==> src/rtl/seg_scan_pkg.sv <==
// seg_scan_pkg: shared types and constants for the 7-segment
// display-bus capture block.
package seg_scan_pkg;

  typedef logic [3:0] digit_t;

  typedef enum logic {
    COLLECT,
    PUBLISH
  } state_t;

  // Index i holds the strict g..a pattern for digit i.
  localparam logic [9:0][6:0] SEG_PATTERNS = {
    7'h6F, 7'h7F, 7'h07, 7'h7D, 7'h6D,
    7'h66, 7'h4F, 7'h5B, 7'h06, 7'h3F
  };

  localparam logic [2:0] SLOT_SEP1 = 3'd2;
  localparam logic [2:0] SLOT_SEP2 = 3'd5;

endpackage

==> src/rtl/seg7_to_bcd.sv <==
// seg7_to_bcd: strict 7-segment pattern to BCD digit decoder.
// Unknown patterns map to 4'hF with o_invalid set.
module seg7_to_bcd
  import seg_scan_pkg::*;
(
  input  logic [6:0] i_pat,
  output digit_t     o_digit,
  output logic       o_invalid
);

  always_comb begin
    o_digit   = 4'hF;
    o_invalid = 1'b1;
    for (int i = 0; i < 10; i++) begin
      if (i_pat == SEG_PATTERNS[i]) begin
        o_digit   = digit_t'(i);
        o_invalid = 1'b0;
      end
    end
  end

endmodule

==> src/rtl/seg_scan_capture.sv <==
// seg_scan_capture: receive side of a multiplexed 8-digit 7-seg bus.
// Filters, decodes and assembles HH:MM:SS frames with validity flags.
module seg_scan_capture
  import seg_scan_pkg::*;
#(
  parameter int STABLE_CYCLES  = 16,
  parameter int TIMEOUT_CYCLES = 150000,
  parameter bit CS_ACTIVE_LOW  = 1'b1,
  parameter bit SEG_ACTIVE_LOW = 1'b1
) (
  input  logic       clk,
  input  logic       rst,
  input  logic [7:0] cs,
  input  logic [7:0] seg,
  output logic [4:0] hh,
  output logic [5:0] mm,
  output logic [5:0] ss,
  output logic       frame_valid,
  output logic       time_ok,
  output logic       seg_err,
  output logic       cs_err,
  output logic       stale
);

  localparam int CW = $clog2(STABLE_CYCLES + 1);
  localparam int TW = $clog2(TIMEOUT_CYCLES + 1);
  localparam logic [CW-1:0] CMAX =
    CW'(STABLE_CYCLES - 1);
  localparam logic [TW-1:0] TMAX =
    TW'(TIMEOUT_CYCLES - 1);
  localparam logic [7:0] CS_IDLE =
    CS_ACTIVE_LOW ? 8'hFF : 8'h00;
  localparam logic [7:0] SEG_IDLE =
    SEG_ACTIVE_LOW ? 8'hFF : 8'h00;

  logic [7:0]    r_cs_s1, r_cs_s2;
  logic [7:0]    r_seg_s1, r_seg_s2;
  logic [7:0]    w_cs, w_seg;
  logic [7:0]    r_prev_cs, r_prev_seg;
  logic [CW-1:0] r_cnt;
  logic          r_done;
  logic          w_accept;

  digit_t        w_digit;
  logic          w_invalid;
  logic [2:0]    w_idx;
  logic          w_multi, w_one, w_sep, w_store;

  digit_t        r_slot [8];
  logic [7:0]    r_seen;
  logic          r_bad;
  logic [TW-1:0] r_to;
  logic          w_complete, w_timeout;

  state_t        r_state, w_next;
  logic [6:0]    w_hh7, w_mm7, w_ss7;
  logic          w_ok;

  logic [4:0]    r_hh;
  logic [5:0]    r_mm, r_ss;
  logic          r_ok, r_seg_err;
  logic          r_cs_err, r_stale;

  always_ff @(posedge clk) begin
    if (rst) begin
      r_cs_s1  <= CS_IDLE;
      r_cs_s2  <= CS_IDLE;
      r_seg_s1 <= SEG_IDLE;
      r_seg_s2 <= SEG_IDLE;
    end else begin
      r_cs_s1  <= cs;
      r_cs_s2  <= r_cs_s1;
      r_seg_s1 <= seg;
      r_seg_s2 <= r_seg_s1;
    end
  end

  assign w_cs  = CS_ACTIVE_LOW  ? ~r_cs_s2  : r_cs_s2;
  assign w_seg = SEG_ACTIVE_LOW ? ~r_seg_s2 : r_seg_s2;

  // r_done blocks re-acceptance of a pair that is still held.
  assign w_accept = (r_cnt == CMAX) && !r_done;

  always_ff @(posedge clk) begin
    if (rst) begin
      r_prev_cs  <= '0;
      r_prev_seg <= '0;
      r_cnt      <= '0;
      r_done     <= 1'b0;
    end else begin
      r_prev_cs  <= w_cs;
      r_prev_seg <= w_seg;
      if (w_cs != r_prev_cs ||
          w_seg != r_prev_seg) begin
        r_cnt  <= '0;
        r_done <= 1'b0;
      end else begin
        if (r_cnt != CMAX) r_cnt <= r_cnt + 1'b1;
        if (w_accept) r_done <= 1'b1;
      end
    end
  end

  seg7_to_bcd u_dec (
    .i_pat     (r_prev_seg[6:0]),
    .o_digit   (w_digit),
    .o_invalid (w_invalid)
  );

  always_comb begin
    w_idx = 3'd0;
    for (int i = 0; i < 8; i++) begin
      if (r_prev_cs[i]) w_idx = 3'(i);
    end
  end

  assign w_multi = |(r_prev_cs & (r_prev_cs - 8'd1));
  assign w_one   = (r_prev_cs != 8'd0) && !w_multi;
  assign w_sep   = (w_idx == SLOT_SEP1) ||
                   (w_idx == SLOT_SEP2);
  assign w_store = w_accept && w_one;

  assign w_complete = (r_state == COLLECT) &&
                      (r_seen == 8'hFF);
  assign w_timeout  = !w_complete && !w_store &&
                      (r_seen != 8'd0) && (r_to == TMAX);

  always_ff @(posedge clk) begin
    if (rst) begin
      for (int i = 0; i < 8; i++) r_slot[i] <= '0;
    end else if (w_store) begin
      r_slot[w_idx] <= w_digit;
    end
  end

  // A store in the publish cycle lands after the clear.
  always_ff @(posedge clk) begin
    if (rst) begin
      r_seen  <= '0;
      r_bad   <= 1'b0;
      r_to    <= '0;
      r_stale <= 1'b0;
    end else begin
      if (w_complete || w_timeout) begin
        r_seen <= '0;
        r_bad  <= 1'b0;
      end
      if (w_store) begin
        r_seen[w_idx] <= 1'b1;
        if (w_invalid && !w_sep) r_bad <= 1'b1;
      end
      if (w_store || w_complete || w_timeout ||
          r_seen == 8'd0) begin
        r_to <= '0;
      end else if (r_to != TMAX) begin
        r_to <= r_to + 1'b1;
      end
      if (w_complete) r_stale <= 1'b0;
      else if (w_timeout) r_stale <= 1'b1;
    end
  end

  assign w_hh7 = 7'(r_slot[0]) * 7'd10 + 7'(r_slot[1]);
  assign w_mm7 = 7'(r_slot[3]) * 7'd10 + 7'(r_slot[4]);
  assign w_ss7 = 7'(r_slot[6]) * 7'd10 + 7'(r_slot[7]);
  assign w_ok  = !r_bad && (w_hh7 <= 7'd23) &&
                 (w_mm7 <= 7'd59) && (w_ss7 <= 7'd59);

  always_ff @(posedge clk) begin
    if (rst) begin
      r_hh      <= '0;
      r_mm      <= '0;
      r_ss      <= '0;
      r_ok      <= 1'b0;
      r_seg_err <= 1'b0;
      r_cs_err  <= 1'b0;
    end else begin
      if (w_complete) begin
        r_hh      <= w_hh7[4:0];
        r_mm      <= w_mm7[5:0];
        r_ss      <= w_ss7[5:0];
        r_ok      <= w_ok;
        r_seg_err <= r_bad;
      end
      if (w_accept && w_multi) r_cs_err <= 1'b1;
    end
  end

  always_ff @(posedge clk) begin
    if (rst) r_state <= COLLECT;
    else     r_state <= w_next;
  end

  always_comb begin
    w_next      = r_state;
    frame_valid = 1'b0;
    unique case (r_state)
      COLLECT: begin
        if (r_seen == 8'hFF) w_next = PUBLISH;
      end
      PUBLISH: begin
        frame_valid = 1'b1;
        w_next      = COLLECT;
      end
      default: w_next = COLLECT;
    endcase
  end

  assign hh      = r_hh;
  assign mm      = r_mm;
  assign ss      = r_ss;
  assign time_ok = r_ok;
  assign seg_err = r_seg_err;
  assign cs_err  = r_cs_err;
  assign stale   = r_stale;

endmodule

==> config.mk <==
export PLATFORM = sky130hd
export DESIGN_NAME = seg_scan_capture
export DESIGN_NICKNAME = d
export VERILOG_FILES = /design/src/rtl/seg_scan_pkg.sv /design/src/rtl/seg7_to_bcd.sv /design/src/rtl/seg_scan_capture.sv
export SDC_FILE = /design/constraint.sdc
export NUM_CORES = 1
export LEC_CHECK = 0
export CAP_MARGIN = 10
export CELL_PAD_IN_SITES_DETAIL_PLACEMENT = 1
export CELL_PAD_IN_SITES_GLOBAL_PLACEMENT = 1
export CORE_MARGIN = 4
export CORE_UTILIZATION = 45
export DETAILED_ROUTE_END_ITERATION = 16
export HOLD_SLACK_MARGIN = 0.06
export PLACE_DENSITY = 0.87
export SYNTH_ARGS = -nofsm -noshare
export SYNTH_HDL_FRONTEND = slang
export SYNTH_SLANG_ARGS = --single-unit
==> constraint.sdc <==
create_clock -name clk -period 4.7 [get_ports clk]
set_input_delay 0.94 -clock clk [delete_from_list [all_inputs] [get_ports clk]]
set_output_delay 0.94 -clock clk [all_outputs]
set_load 0.005 [all_outputs]
Word-level counts from Yosys, hierarchy flattened
Memory sizes are Yosys's and may differ from the RTL's.
Cells that the tools add are included.
Widths: inputs -> output; s select.
{ "totals": {"reg_bits": 103, "ramBits": 32, "in_bits": 18, "output_inout_bits": 22, "wordCells": 137, "mem_count": 1} }
{ "mem_list": {"columns": ["memory", "words", "width", "read_ports", "rd_ports_with_merged_regs", "wr", "line_no", "text"], "rows": [
  ["r_slot", 8, 4, 6, 0, 8, "seg_scan_capture.sv:49", "digit_t r_slot [8];"]
]} }
{ "op_classes": {"n_addsub": 6, "mul": 3, "order_cmp": 5, "n_eq_ne": 19, "mux": 46, "bitwise": 5, "reduce_logical": 33} }
{ "ops": {"columns": ["op", "n"], "rows": [
  ["$eq 7x7->1 const B", 7],
  ["$mux 4", 11],
  ["$mux 8", 3],
  ["$mux 1", 23],
  ["$add 7x4->7", 3],
  ["$mux 3", 7],
  ["$add 18x1->18 const B", 1],
  ["$eq 18x18->1 const B", 1],
  ["$mul 4x3->6 const B", 3],
  ["$ne 18x18->1 const B", 1],
  ["$ne 8x8->1", 2],
  ["$not 8->8", 2],
  ["$reduce_bool 8->1", 2],
  ["$eq 7x3->1 const B", 2],
  ["$le 7x6->1 const B", 2],
  ["$logic_and 1x1->1", 13],
  ["$and 8x8->8", 1],
  ["$eq 8x8->1 const B", 1],
  ["$logic_not 8->1", 1],
  ["$or 8x8->8", 1],
  ["$reduce_or 8->1", 1],
  ["$sub 8x1->8 const B", 1],
  ["$eq 7x6->1 const B", 1],
  ["$le 7x5->1 const B", 1],
  ["14 further kinds", 26]
]} }

Depth between registers and ports, before layout
Gate-level depths: netlist of run 1.
{ "depth": {"word_depth": 15, "depth_mapped": 9, "depth_no_buf": 9} }

Hierarchy
From an unflattened synthesis of run 1, not the netlist that was laid out.
{ "hier_totals": {"hier_cells": 548, "hier_area_um2": 5699.2} }
{ "by_module_without_submodules": {"columns": ["mod", "instances", "cells_per_inst", "area_each_um2", "seq_area_each_um2"], "rows": [
  ["seg_scan_capture", 1, 512, 5447.7, 2782.7],
  ["seg7_to_bcd", 1, 36, 251.5, 0.0]
]} }

Worst setup path after synthesis of run 1
Ideal clock, no wire load.
{ "synth_timing": {"path_type": "register to register", "startpoint": "reg r_cnt[0]", "endpoint": "mem r_slot[1][0] (netlist name) (enable)", "setup_ps": 311, "arrival_time_ps": 2318, "slack_ps": 2071, "stages_incl_launch_ff": 10, "synth_period_minus_slack_ps": 2629, "cell_sequence": "dfxtp_1 -> ha_1 -> and3_1 -> ha_1 -> clkbuf_1 -> and2b_1 -> o21ai_4 -> nor3_1 -> o2111ai_1 -> nand2_1"} }
{ "synth_rtl": {"columns": ["item", "line_no", "text"], "rows": [
  ["start: declaration", "seg_scan_capture.sv:40", "logic [CW-1:0] r_cnt;"],
  ["start signal: assignment", "seg_scan_capture.sv:98", "if (r_cnt != CMAX) r_cnt <= r_cnt + 1'b1;"],
  ["end: declaration", "seg_scan_capture.sv:49", null]
]} }

==> impl_metrics.ini, run 1 <==
[status]
status = finished, final reports clean

[synthesis]
synth-simple-area-share = 0.210
synth_most_common_cell = dfxtp_1
synth_nets = 608
synthCells = 563
synth_area_um2 = 5670
yosysTopAreaCell = dfxtp_1
synthAdderAreaFrac = 0.0710
syn-mean-instance-area_um2 = 10.1
synth_top_family_by_area = simple AND/OR/NAND/NOR gates
synth_cell_types = 60
async_flop_share = 0
synth_compound_area_frac = 0.106
synth_seq_cells = 127
synth-xor-area-share = 0.0772
yosysWarnings = 0
synth-edff-count = 24
yosysSeqAreaShare = 0.490
synth_area_leaders = dfxtp_1, edfxtp_1, ha_1, xor2_1, nor2_1
synth_top_area_frac = 0.363
synthFlopType = dfxtp_1
synth_commonest_cells = dfxtp_1, nor2_1, nand2_1, or2_2, xor2_1
synthMuxAreaShare = 0.00353

[cells_and_area]
drive_gt1_frac = 0.143
final.fill_count = 1346
fin_nets = 639
instances_no_fill = 775
area_delta_synth_final_pct = 18.7
diodes = 0

[sta]
clock_skew_ns = 0.00878
fin_crit_sh = 0.672
worst-slew-pin-transition_ns = 1.16
fin_setup_tns_ns = 0
hold_viol = 0
slew_viol_final = 0
worst_slew_margin_rel = 0.226
rsz0062_at_grt = false
fmax_mhz = 317
setup_viol = 0
fin_crit_ns = 3.16

[floorplan]
rows = 40
core-area_um2 = 12200
die-area_um2 = 14500
ioPinCount = 40
fp.dieW_um = 120
start_util = 0.467
die_h_um = 120

[power]
ir_worst_vdd_mv = 0.269
p_comb_frac = 0.069
power_density_nw_per_um2 = 405
switchingPower_uw = 646
clkPwrFrac = 0.506
p_int_uw = 2080
p_leak_uw = 0.00251
swShare = 0.237
p_seq_frac = 0.425

[worst_setup_path]
cp_common_cell = ha_1
cp.arrival_ns = 3.26
endpoint_kind = flip-flop
startpoint_type = flip-flop
reg2reg_from = r_cnt[0]$_SDFFE_PP0P_
cp_slowest_cell = nor3_1
critPathBufInv = 0
cpPeakStageDelay_ns = 0.68
ff2ff_setup_slack_ns = 1.54
path_cells = ha_1, and3_1, ha_1, and2b_1, o21ai_4, nor3_1, o2111ai_1, nand2_1
crit_type = reg2reg
cp_data_required_time_ns = 4.81
crit_family = simple AND/OR/NAND/NOR gates
worstRegToRegCells = 8
reg2reg_to = r_slot[3][0]$_SDFFCE_PN0P_
worst-path-max-fanout = 8

[routing]
wl_per_cell_um = 15.7
wirelength_mm = 12.2
drc_errors = 0
first_pass_iters = 4
vias = 4081
ant_nets = 0
via_per_inst = 5.27
drt_iter0_drc = 161

[min_path]
holdCritStartpoint = r_cs_s1[7]$_SDFF_PP1_
min-delay-path-class = reg2reg
min_delay_path_depth = 1
holdPathEnd = r_cs_s2[7]$_SDFF_PP1_

[global_routing]
grt_pass1_vias = 4341
grt_max_degree = 53
grt_use_total = 0.180
antenna_found_initial = 0
grt_overflow = 0
grt_pass1_wl_mm = 20.7

[cts]
clk_latency_ns = 0.42
clk_pin_slew_ns = 0.06
cts_max_path_buffers = 2
cts_buffers = 17
htreeDepth = 4
cts_tree = yes
cts-resized-gates = 0
cts.sinks = 127
cts_hold_buf = 0
clockRootBuffer = clkbuf_16
post-cts-setup-buffer-count = 0

[placement]
gp_congestion = 0.825
place_inst = 743
port_buffers = 39
dp_hpwl_mm = 8.66

[flow_run]
maxCapViolCount = 0
stage by stage:
step | power [µW] | setup WS, ns | hold WS, ns | area, µm² | utilization
finish | 2730 | 1.54 | 0.408 | 6730 | 0.554
global route | 2840 | 1.31 | 0.425 | 6730 | 0.554
CTS | 2760 | 1.58 | 0.411 | 6730 | 0.554
detailed placement | 1370 | 1.49 | 0.397 | 6110 | 0.502
global placement | 1360 | 1.59 | 0.393 | 6110 | 0.502
floorplan | 1320 | 2.07 | 0.389 | 5670 | -
cells in the final DEF (no fill, tap or decap), types with 3 or more instances in the layout:
cell             count
clkbuf_16           17
nor4_1               4
a21o_1               4
nand3_1             17
nand4_1             10
clkinv_4             3
xnor2_1             21
inv_6                3
nor2_1              64
a22o_1              11
nor4b_1              4
inv_8                4
o21ai_0             19
o2111ai_1            5
and4_1               5
xor2_1              29
clkdlybuf4s50_1     39
nand2_1             41
and3b_1              3
and3_1               4
or2_2               32
inv_1               14
nand2b_1             4
bufinv_16            3
ha_1                21
dfxtp_1            103
nor3_1              16
fa_1                 6
a21oi_1             18
nor2_2              11
o22ai_1              3
edfxtp_1            24
flip-flops by register name (all words and copies together) (netlist names), 5 cells and up:
signal,cells
r_cs_s1,8
r_seg_s2,8
r_cs_s2,8
ss,6
r_cnt,5
r_seg_s1,8
r_seen,8
r_prev_cs,8
r_prev_seg,8
r_slot,24
r_to,18
hh,5
mm,6
how the worst max path moves through the flow:
stage / startpoint / end / slack (ns) / cells after the start
2_1_floorplan: r_cnt[0]$_SDFFE_PP0P_ / r_slot[1][0]$_SDFFCE_PN0P_ / 2.07 / 9
4_1_cts: r_cnt[0]$_SDFFE_PP0P_ / r_slot[3][0]$_SDFFCE_PN0P_ / 1.58 / 8
3_3_place_gp: rst / r_slot[3][2]$_SDFFCE_PN0P_ / 1.59 / 4
6_report: r_cnt[0]$_SDFFE_PP0P_ / r_slot[3][0]$_SDFFCE_PN0P_ / 1.54 / 8
3_5_place_dp: rst / r_slot[3][0]$_SDFFCE_PN0P_ / 1.49 / 4
5_1_grt: r_cnt[0]$_SDFFE_PP0P_ / r_slot[1][2]$_SDFFCE_PN0P_ / 1.31 / 8
routing by layer:
metal  global-route usage  up-vias  routed length, µm
met5                    0        -                  0
met2                0.329       85               6420
met4               0.0701        0                230
met3               0.0505       20                491
met1                0.196     1963               5010
li1                     -     2013                  -
cell type report:
class	instances	area, µm²	area share
Inverter	15	56.3	0.00836
Clock buffer	17	425	0.0632
Clock inverter	15	199	0.0295
Multi-Input combinational cell	392	2660	0.394
Tap cell	168	210	0.0312
Timing Repair Buffer	41	405	0.0602
Sequential cell	127	2780	0.413
power groups by stage:
stage | combinational (µW) | sequential, µW | clock [µW]
floorplan | 151 | 1170 | 0
global placement | 178 | 1180 | 0
detailed placement | 189 | 1180 | 0
CTS | 191 | 1160 | 1410
global route | 212 | 1160 | 1460
finish | 188 | 1160 | 1380
cells by family after synthesis:
group	count (synthesis)
and+or+nand+nor	229
DFF	127
adders and majority gates	29
xor gates and xnor gates	50
muxes	2
AOI/OAI and AO/OA	82
buffers and inverters	44
worst reg2reg max path, delay by kind of cell (launching register included):
kind / cells / cell delay (ns)
AND/OR/NAND/NOR: 4 / 1.40
AO/OA/AOI/OAI: 2 / 0.59
adder cells (fa/ha/maj): 2 / 0.50
flip-flops: 1 / 0.37
Power figures use the tool's default switching activity.
==> run 2: changes to the inputs <==
--- a/config.mk
+++ b/config.mk
@@ -9,10 +9,10 @@
 export CELL_PAD_IN_SITES_DETAIL_PLACEMENT = 1
 export CELL_PAD_IN_SITES_GLOBAL_PLACEMENT = 1
 export CORE_MARGIN = 4
-export CORE_UTILIZATION = 45
+export CORE_UTILIZATION = 42
 export DETAILED_ROUTE_END_ITERATION = 16
 export HOLD_SLACK_MARGIN = 0.06
-export PLACE_DENSITY = 0.87
+export PLACE_DENSITY = 0.85
 export SYNTH_ARGS = -nofsm -noshare
 export SYNTH_HDL_FRONTEND = slang
 export SYNTH_SLANG_ARGS = --single-unit
==> constraint.sdc (replaced) <==
create_clock -name clk -period 2.9 [get_ports clk]
set_input_delay 0.58 -clock clk [delete_from_list [all_inputs] [get_ports clk]]
set_output_delay 0.58 -clock clk [all_outputs]
set_load 0.005 [all_outputs]
==> impl_metrics.ini, run 2 (synthesis gave the netlist of run 1 again) <==
[status]
status = finished, final reports clean

[worst_setup_path]
cpPeakStageDelay_ns = 0.59
cp.arrival_ns = 3.06
cp_slowest_cell = fa_1
cp_data_required_time_ns = 3.20
crit_type = reg2reg
cp_common_cell = ha_1
startpoint_type = flip-flop
endpoint_kind = flip-flop
worstRegToRegCells = 8
worst-path-max-fanout = 4
path_cells = ha_1, ha_1, fa_1, a21boi_0, o211ai_1, maj3_1, a21oi_1, o31ai_1

[cells_and_area]
final_common_cell = dfxtp_1
diodes = 0
fin_nets = 647
fin_util = 0.512
drive_gt1_frac = 0.154
largest_reg_flops = 24
final_cell_mix = dfxtp_1, nor2_1, nand2_1
area_delta_synth_final_pct = 19.6
instances_no_fill = 791
top_register = r_slot
largestRegisters = r_slot: 24 flops, r_to: 18 flops

[routing]
ant_nets = 0
drt_iter0_drc = 228
drc_errors = 0
via_per_inst = 5.26
wl_per_cell_um = 16.0
first_pass_iters = 4
wirelength_mm = 12.7
vias = 4157

[power]
swShare = 0.234
power_density_nw_per_um2 = 637
p_seq_frac = 0.435
p_comb_frac = 0.073
switchingPower_uw = 1010
p_int_uw = 3310
p_leak_uw = 0.00254
ir_worst_vdd_mv = 0.408
clkPwrFrac = 0.492

[floorplan]
core-area_um2 = 13200
ioPinCount = 40
start_util = 0.428
die_h_um = 124
fp.dieW_um = 124
die-area_um2 = 15400
rows = 42

[sta]
slew_viol_final = 0
worst_slew_margin_rel = 0.370
setup_viol = 0
clock_skew_ns = 0.00994
hold_viol = 0
fin_setup_tns_ns = 0
fin_crit_sh = 0.953
fin_crit_ns = 2.76
fmax_mhz = 362
rsz0062_at_grt = false
hold_ws_ns = 0.408
worst-slew-pin-transition_ns = 0.936

[placement]
place_inst = 759
gp_congestion = 0.827
dp_hpwl_mm = 9.03
port_buffers = 39

[min_path]
min_delay_path_depth = 1
min-delay-path-class = reg2reg

[global_routing]
grt_pass1_wl_mm = 21.7
grt_max_degree = 47
antenna_found_initial = 0
grt_use_total = 0.174
grt_pass1_vias = 4541
grt_overflow = 0

[cts]
cts_hold_buf = 0
cts-resized-gates = 0
clockRootBuffer = clkbuf_16
cts_tree = yes
cts_buffers = 17
cts_max_path_buffers = 2
clk_pin_slew_ns = 0.06
post-cts-setup-buffer-count = 0
clk_latency_ns = 0.42
cts.sinks = 127
htreeDepth = 4

[flow_run]
maxCapViolCount = 0
==> run 2: changes by cell type in the layout (fill, tap and decap cells not counted) <==
| cell | change |
|---|---|
| buf_4 | +8 |
| inv_4 | +1 |
| bufinv_16 | -2 |
| inv_8 | -3 |
| clkbuf_8 | +1 |
| clkbuf_16 | +2 |
| clkinv_2 | +1 |
==> run 2: per-layer routing <==
| metal | routed length [µm] | share of wire | vias up | track usage |
|---|---|---|---|---|
| met4 | 335 | 0.026 | 0 | 0.0780 |
| met5 | 0 | 0 | - | 0 |
| met1 | 5110 | 0.40 | 2018 | 0.183 |
| met2 | 6740 | 0.53 | 77 | 0.318 |
| li1 | - | - | 2034 | - |
| met3 | 464 | 0.037 | 28 | 0.0503 |
==> run 2: critical path, delay by kind of cell (launching register included) <==
family          cells  cell delay [ns]
compound gates      4             0.67
fa+ha+maj           4             1.53
flops               1             0.44
==> run 2: cell type report <==
class | count | area, µm²
fill | 1461 | 6460
sequential | 127 | 2780
multi-input combinational | 392 | 2660
clock buffer | 20 | 489
timing repair buffer | 49 | 465
tap | 176 | 220
clock inverter | 12 | 116
inverter | 15 | 56.3
==> run 2: final timing paths <==
kind / start / to / slack (ns)
min reg2reg: r_seg_s1[0]$_SDFF_PP1_ / r_seg_s2[0]$_SDFF_PP1_ / 0.41
max reg2reg: r_slot[3][1]$_SDFFCE_PN0P_ / time_ok$_SDFFE_PP0P_ / 0.14
max: r_slot[3][1]$_SDFFCE_PN0P_ / time_ok$_SDFFE_PP0P_ / 0.14
min: r_seg_s1[0]$_SDFF_PP1_ / r_seg_s2[0]$_SDFF_PP1_ / 0.41
==> run 2: metrics by stage <==
step	power, µW	cell area, µm²	setup WS [ns]
after detailed placement	2230	6180	0.189
after global placement	2200	6180	0.381
after CTS	4380	6790	0.130
after global routing	4510	6790	0.0102
after floorplan	2140	5670	0.271
final	4320	6790	0.137
==> run 2: power groups by stage <==
stage / Combinational (µW) / Clock [µW] / Sequential (µW)
detailed placement: 315 / 0 / 1920
CTS: 320 / 2180 / 1880
global placement: 289 / 0 / 1910
floorplan: 245 / 0 / 1900
global route: 357 / 2270 / 1880
finish: 317 / 2130 / 1880
==> run 3: changes to the inputs <==
--- a/config.mk
+++ b/config.mk
@@ -12,7 +12,7 @@
 export CORE_UTILIZATION = 42
 export DETAILED_ROUTE_END_ITERATION = 16
 export HOLD_SLACK_MARGIN = 0.06
-export PLACE_DENSITY = 0.85
+export PLACE_DENSITY_LB_ADDON = 0.1
 export SYNTH_ARGS = -nofsm -noshare
 export SYNTH_HDL_FRONTEND = slang
 export SYNTH_SLANG_ARGS = --single-unit
==> impl_metrics.ini, run 3 (synthesis gave the netlist of run 1 again) <==
[global_routing]
antenna_found_initial = 0
grt_use_total = 0.164
grt_overflow = 0
grt_pass1_vias = 4407
grt_max_degree = 50
grt_pass1_wl_mm = 20.9

[worst_setup_path]
startpoint_type = flip-flop
endpoint_kind = flip-flop
worstRegToRegCells = 8
crit_cells = 8
cp.arrival_ns = 2.97
path_cells = ha_1, ha_1, fa_1, a21boi_0, o211ai_1, maj3_1, a21oi_1, o31ai_1
cp_slowest_cell = fa_1
cp_data_required_time_ns = 3.20
cp_common_cell = ha_1
crit_type = reg2reg
crit_family = adder cells
cpPeakStageDelay_ns = 0.57
critPathBufInv = 0
worst-path-max-fanout = 4

[status]
status = finished, final reports clean

[routing]
wirelength_mm = 11.9
first_pass_iters = 4
via_per_inst = 5.15
vias = 4078
wl_per_cell_um = 15.0
drc_errors = 0
ant_nets = 0
drt_iter0_drc = 162

[cts]
clk_pin_slew_ns = 0.06
clk_latency_ns = 0.42
cts_max_path_buffers = 2
cts_buffers = 17
post-cts-setup-buffer-count = 0
cts-resized-gates = 0
cts_tree = yes
cts_hold_buf = 0
htreeDepth = 4
cts.sinks = 127
clockRootBuffer = clkbuf_16

[floorplan]
fp.dieW_um = 124
rows = 42
core-area_um2 = 13200
ioPinCount = 40
start_util = 0.428
die-area_um2 = 15400
die_h_um = 124

[sta]
worst-slew-pin-transition_ns = 0.876
hold_ws_ns = 0.408
fmax_mhz = 374
setup_viol = 0
clock_skew_ns = 0.0104
worst_slew_margin_rel = 0.410
slew_viol_final = 0
fin_crit_ns = 2.67
hold_viol = 0
rsz0062_at_grt = false
fin_setup_tns_ns = 0
fin_crit_sh = 0.921

[flow_run]
maxCapViolCount = 0

[power]
ir_worst_vdd_mv = 0.388
power_density_nw_per_um2 = 622
total_power_uw = 4220
p_leak_uw = 0.00253

[placement]
placed_cell_area_um2 = 6200
dp_hpwl_mm = 8.67
gp_congestion = 0.848
port_buffers = 39

[cells_and_area]
drive_gt1_frac = 0.156
largestRegisters = r_slot: 24 flops, r_to: 18 flops
diodes = 0
fin_nets = 648
largest_reg_flops = 24
top_register = r_slot
area_delta_synth_final_pct = 19.4
final_common_cell = dfxtp_1
final_cell_mix = dfxtp_1, nor2_1, nand2_1
design_area_um2 = 6780

[min_path]
min-delay-path-class = reg2reg
min_delay_path_depth = 1
## run 3: layer usage
metal / vias up / global-route usage / part of all wire
met3: 16 / 0.0399 / 0.027
met4: 0 / 0.0625 / 0.017
li1: 2038 / - / -
met1: 1969 / 0.191 / 0.44
met2: 55 / 0.292 / 0.52
met5: - / 0 / 0
## run 3: area by class of cell
type / count / area [µm²]
tap: 176 / 220
inverter: 15 / 56.3
clock buffer: 19 / 464
multi-input combinational: 392 / 2660
clock inverter: 13 / 111
fill: 1484 / 6470
timing repair buffer: 50 / 485
sequential: 127 / 2780
## run 3: per-stage QoR
stage / cells / utilization / setup slack [ns]
after floorplan: 563 / - / 0.271
after global placement: 760 / 0.468 / 0.277
after detailed placement: 760 / 0.468 / 0.217
after CTS: 792 / 0.512 / 0.195
after global routing: 792 / 0.512 / 0.0460
final: 792 / 0.512 / 0.229
## run 3: power by group
part / internal (µW) / switching [µW] / total (µW)
Combinational: 150 / 161 / 311
Clock: 1190 / 836 / 2030
Sequential: 1840 / 35.1 / 1880
## run 3: worst reg2reg max path, cell delays in order (launching register included)
cell and delay, ns:
edfxtp_1 0.45, ha_1 0.32, ha_1 0.21, fa_1 0.57
a21boi_0 0.19, o211ai_1 0.13, maj3_1 0.36, a21oi_1 0.22
o31ai_1 0.11
## run 3: final timing paths
| check | startpoint | to | slack, ns |
|---|---|---|---|
| setup / recovery | r_slot[3][1]$_SDFFCE_PN0P_ | time_ok$_SDFFE_PP0P_ | 0.23 |
| hold / removal | r_seg_s1[3]$_SDFF_PP1_ | r_seg_s2[3]$_SDFF_PP1_ | 0.41 |
| setup reg to reg | r_slot[3][1]$_SDFFCE_PN0P_ | time_ok$_SDFFE_PP0P_ | 0.23 |
| hold reg to reg | r_seg_s1[3]$_SDFF_PP1_ | r_seg_s2[3]$_SDFF_PP1_ | 0.41 |
==> edit (config.mk and constraints of run 1) <==
Put one more register stage on the output `stale`, with the module's reset. The value now appears one clock later. The other outputs are not delayed to match.
--- a/src/rtl/seg_scan_capture.sv
+++ b/src/rtl/seg_scan_capture.sv
@@ -214,3 +214,9 @@
   assign cs_err  = r_cs_err;
-  assign stale   = r_stale;
+  always_ff @(posedge clk) begin
+    if (rst) begin
+      stale <= '0;
+    end else begin
+      stale <= r_stale;
+    end
+  end
 
Check against the original RTL: no difference found for any inputs over 10 cycles, from zero or initial values and one cycle with rst high; that may be too few to reach the edited logic, so the function may still have changed.
==> edit against run 1 <==
Final area down 1.2%; sequential cell count rose by 1; critical endpoint unchanged; hold slack worse by 0.67 ps; utilization fell by 0.24 points; synthesized area down 2.0%; worst setup slack got worse by 220 ps; routed wire length is 2.0% higher; total power shrank 3.5%; clock power decreased by 7%; sequential share of layout area is 0.82 points higher; critical path type unchanged.
==> edit: results <==
[global_routing]
grt_pass1_wl_mm = 21.1
grt_usage = 0.185
grt_use_met3 = 0.0537
gr-usage-met1 = 0.202

[cells_and_area]
nets = 630
seq-cell-share = 0.421
drive_above_1_share = 0.126
fillers = 1330
clock_buffers = 21
multi_input_area_sq_mm = 0.00260
bufAreaShareNonClock = 0.0602

[placed_design]
pre_cts_slack_ps = 1400

[pwr]
ir_drop_v = 0.000272
p_clk_mw = 1.28
netSwitchingFraction = 0.230
leakagePower_nw = 2.45

[route]
drt-initial-drc-count = 241
wl_met3_microns = 494
detail_route.vias_per_cell = 5.32

[worst_setup_path]
slowest_delay_ps = 800
rrSetupSlack_ps = 1330
critPathArrivalTime_ps = 3480

[logic_synthesis]
avgSynthCellArea_sq_um = 10.1
ys_seq_area_frac = 0.504
yosys-top-cells-count = "dfxtp_1 (104), nor2_1 (76), or2_2 (33), xnor2_1 (32), nand2_1 (30)"

[timing]
tightest_slew_ps = 1210
finalCritPeriodShare = 0.718

[outcome]
status = "complete, no violations"
-- edit: cell types whose count changed after synthesis, moves of 3 or more --
cell,before,now
xnor2_1,21,32
nand4_1,10,6
nand2_1,41,30
nor4_1,4,7
nor2b_1,1,4
nor2_2,10,0
nand2b_1,4,10
xor2_1,29,16
o21ai_1,2,16
clkbuf_1,19,24
buf_6,7,0
o21ai_0,19,2
nor2_1,65,76
nand3_1,17,14
-- edit: cell families (layout without fill, tap and decap cells) --
| kind of cell | Yosys count | in the layout | synth area share |
|---|---|---|---|
| AND/OR/NAND/NOR | 223 | 223 | 0.207 |
| flip-flops | 128 | 128 | 0.504 |
| AO/OA/AOI/OAI | 79 | 79 | 0.105 |
| XOR/XNOR | 48 | 48 | 0.0756 |
| buffers and inverters | 42 | 86 | 0.0297 |
| adder cells (fa/ha/maj) | 29 | 29 | 0.0724 |
| multiplexers | 4 | 4 | 0.00720 |
-- edit: metrics by stage --
| step | utilization | instance area, sq um |
|---|---|---|
| final | 0.551 | 6650 |
| after global routing | 0.551 | 6650 |
| after CTS | 0.551 | 6650 |
| after detailed placement | 0.503 | 6070 |
| after global placement | 0.503 | 6070 |
| after floorplan | - | 5560 |
-- edit: worst paths after layout --
| path | from | end | depth (start not counted) |
|---|---|---|---|
| max reg2reg | r_cnt[0]$_SDFFE_PP0P_ | r_slot[3][0]$_SDFFCE_PN0P_ | 8 |
| min reg2reg | r_seg_s1[0]$_SDFF_PP1_ | r_seg_s2[0]$_SDFF_PP1_ | 1 |
| min | r_seg_s1[0]$_SDFF_PP1_ | r_seg_s2[0]$_SDFF_PP1_ | 1 |
| max | r_cnt[0]$_SDFFE_PP0P_ | r_slot[3][0]$_SDFFCE_PN0P_ | 8 |
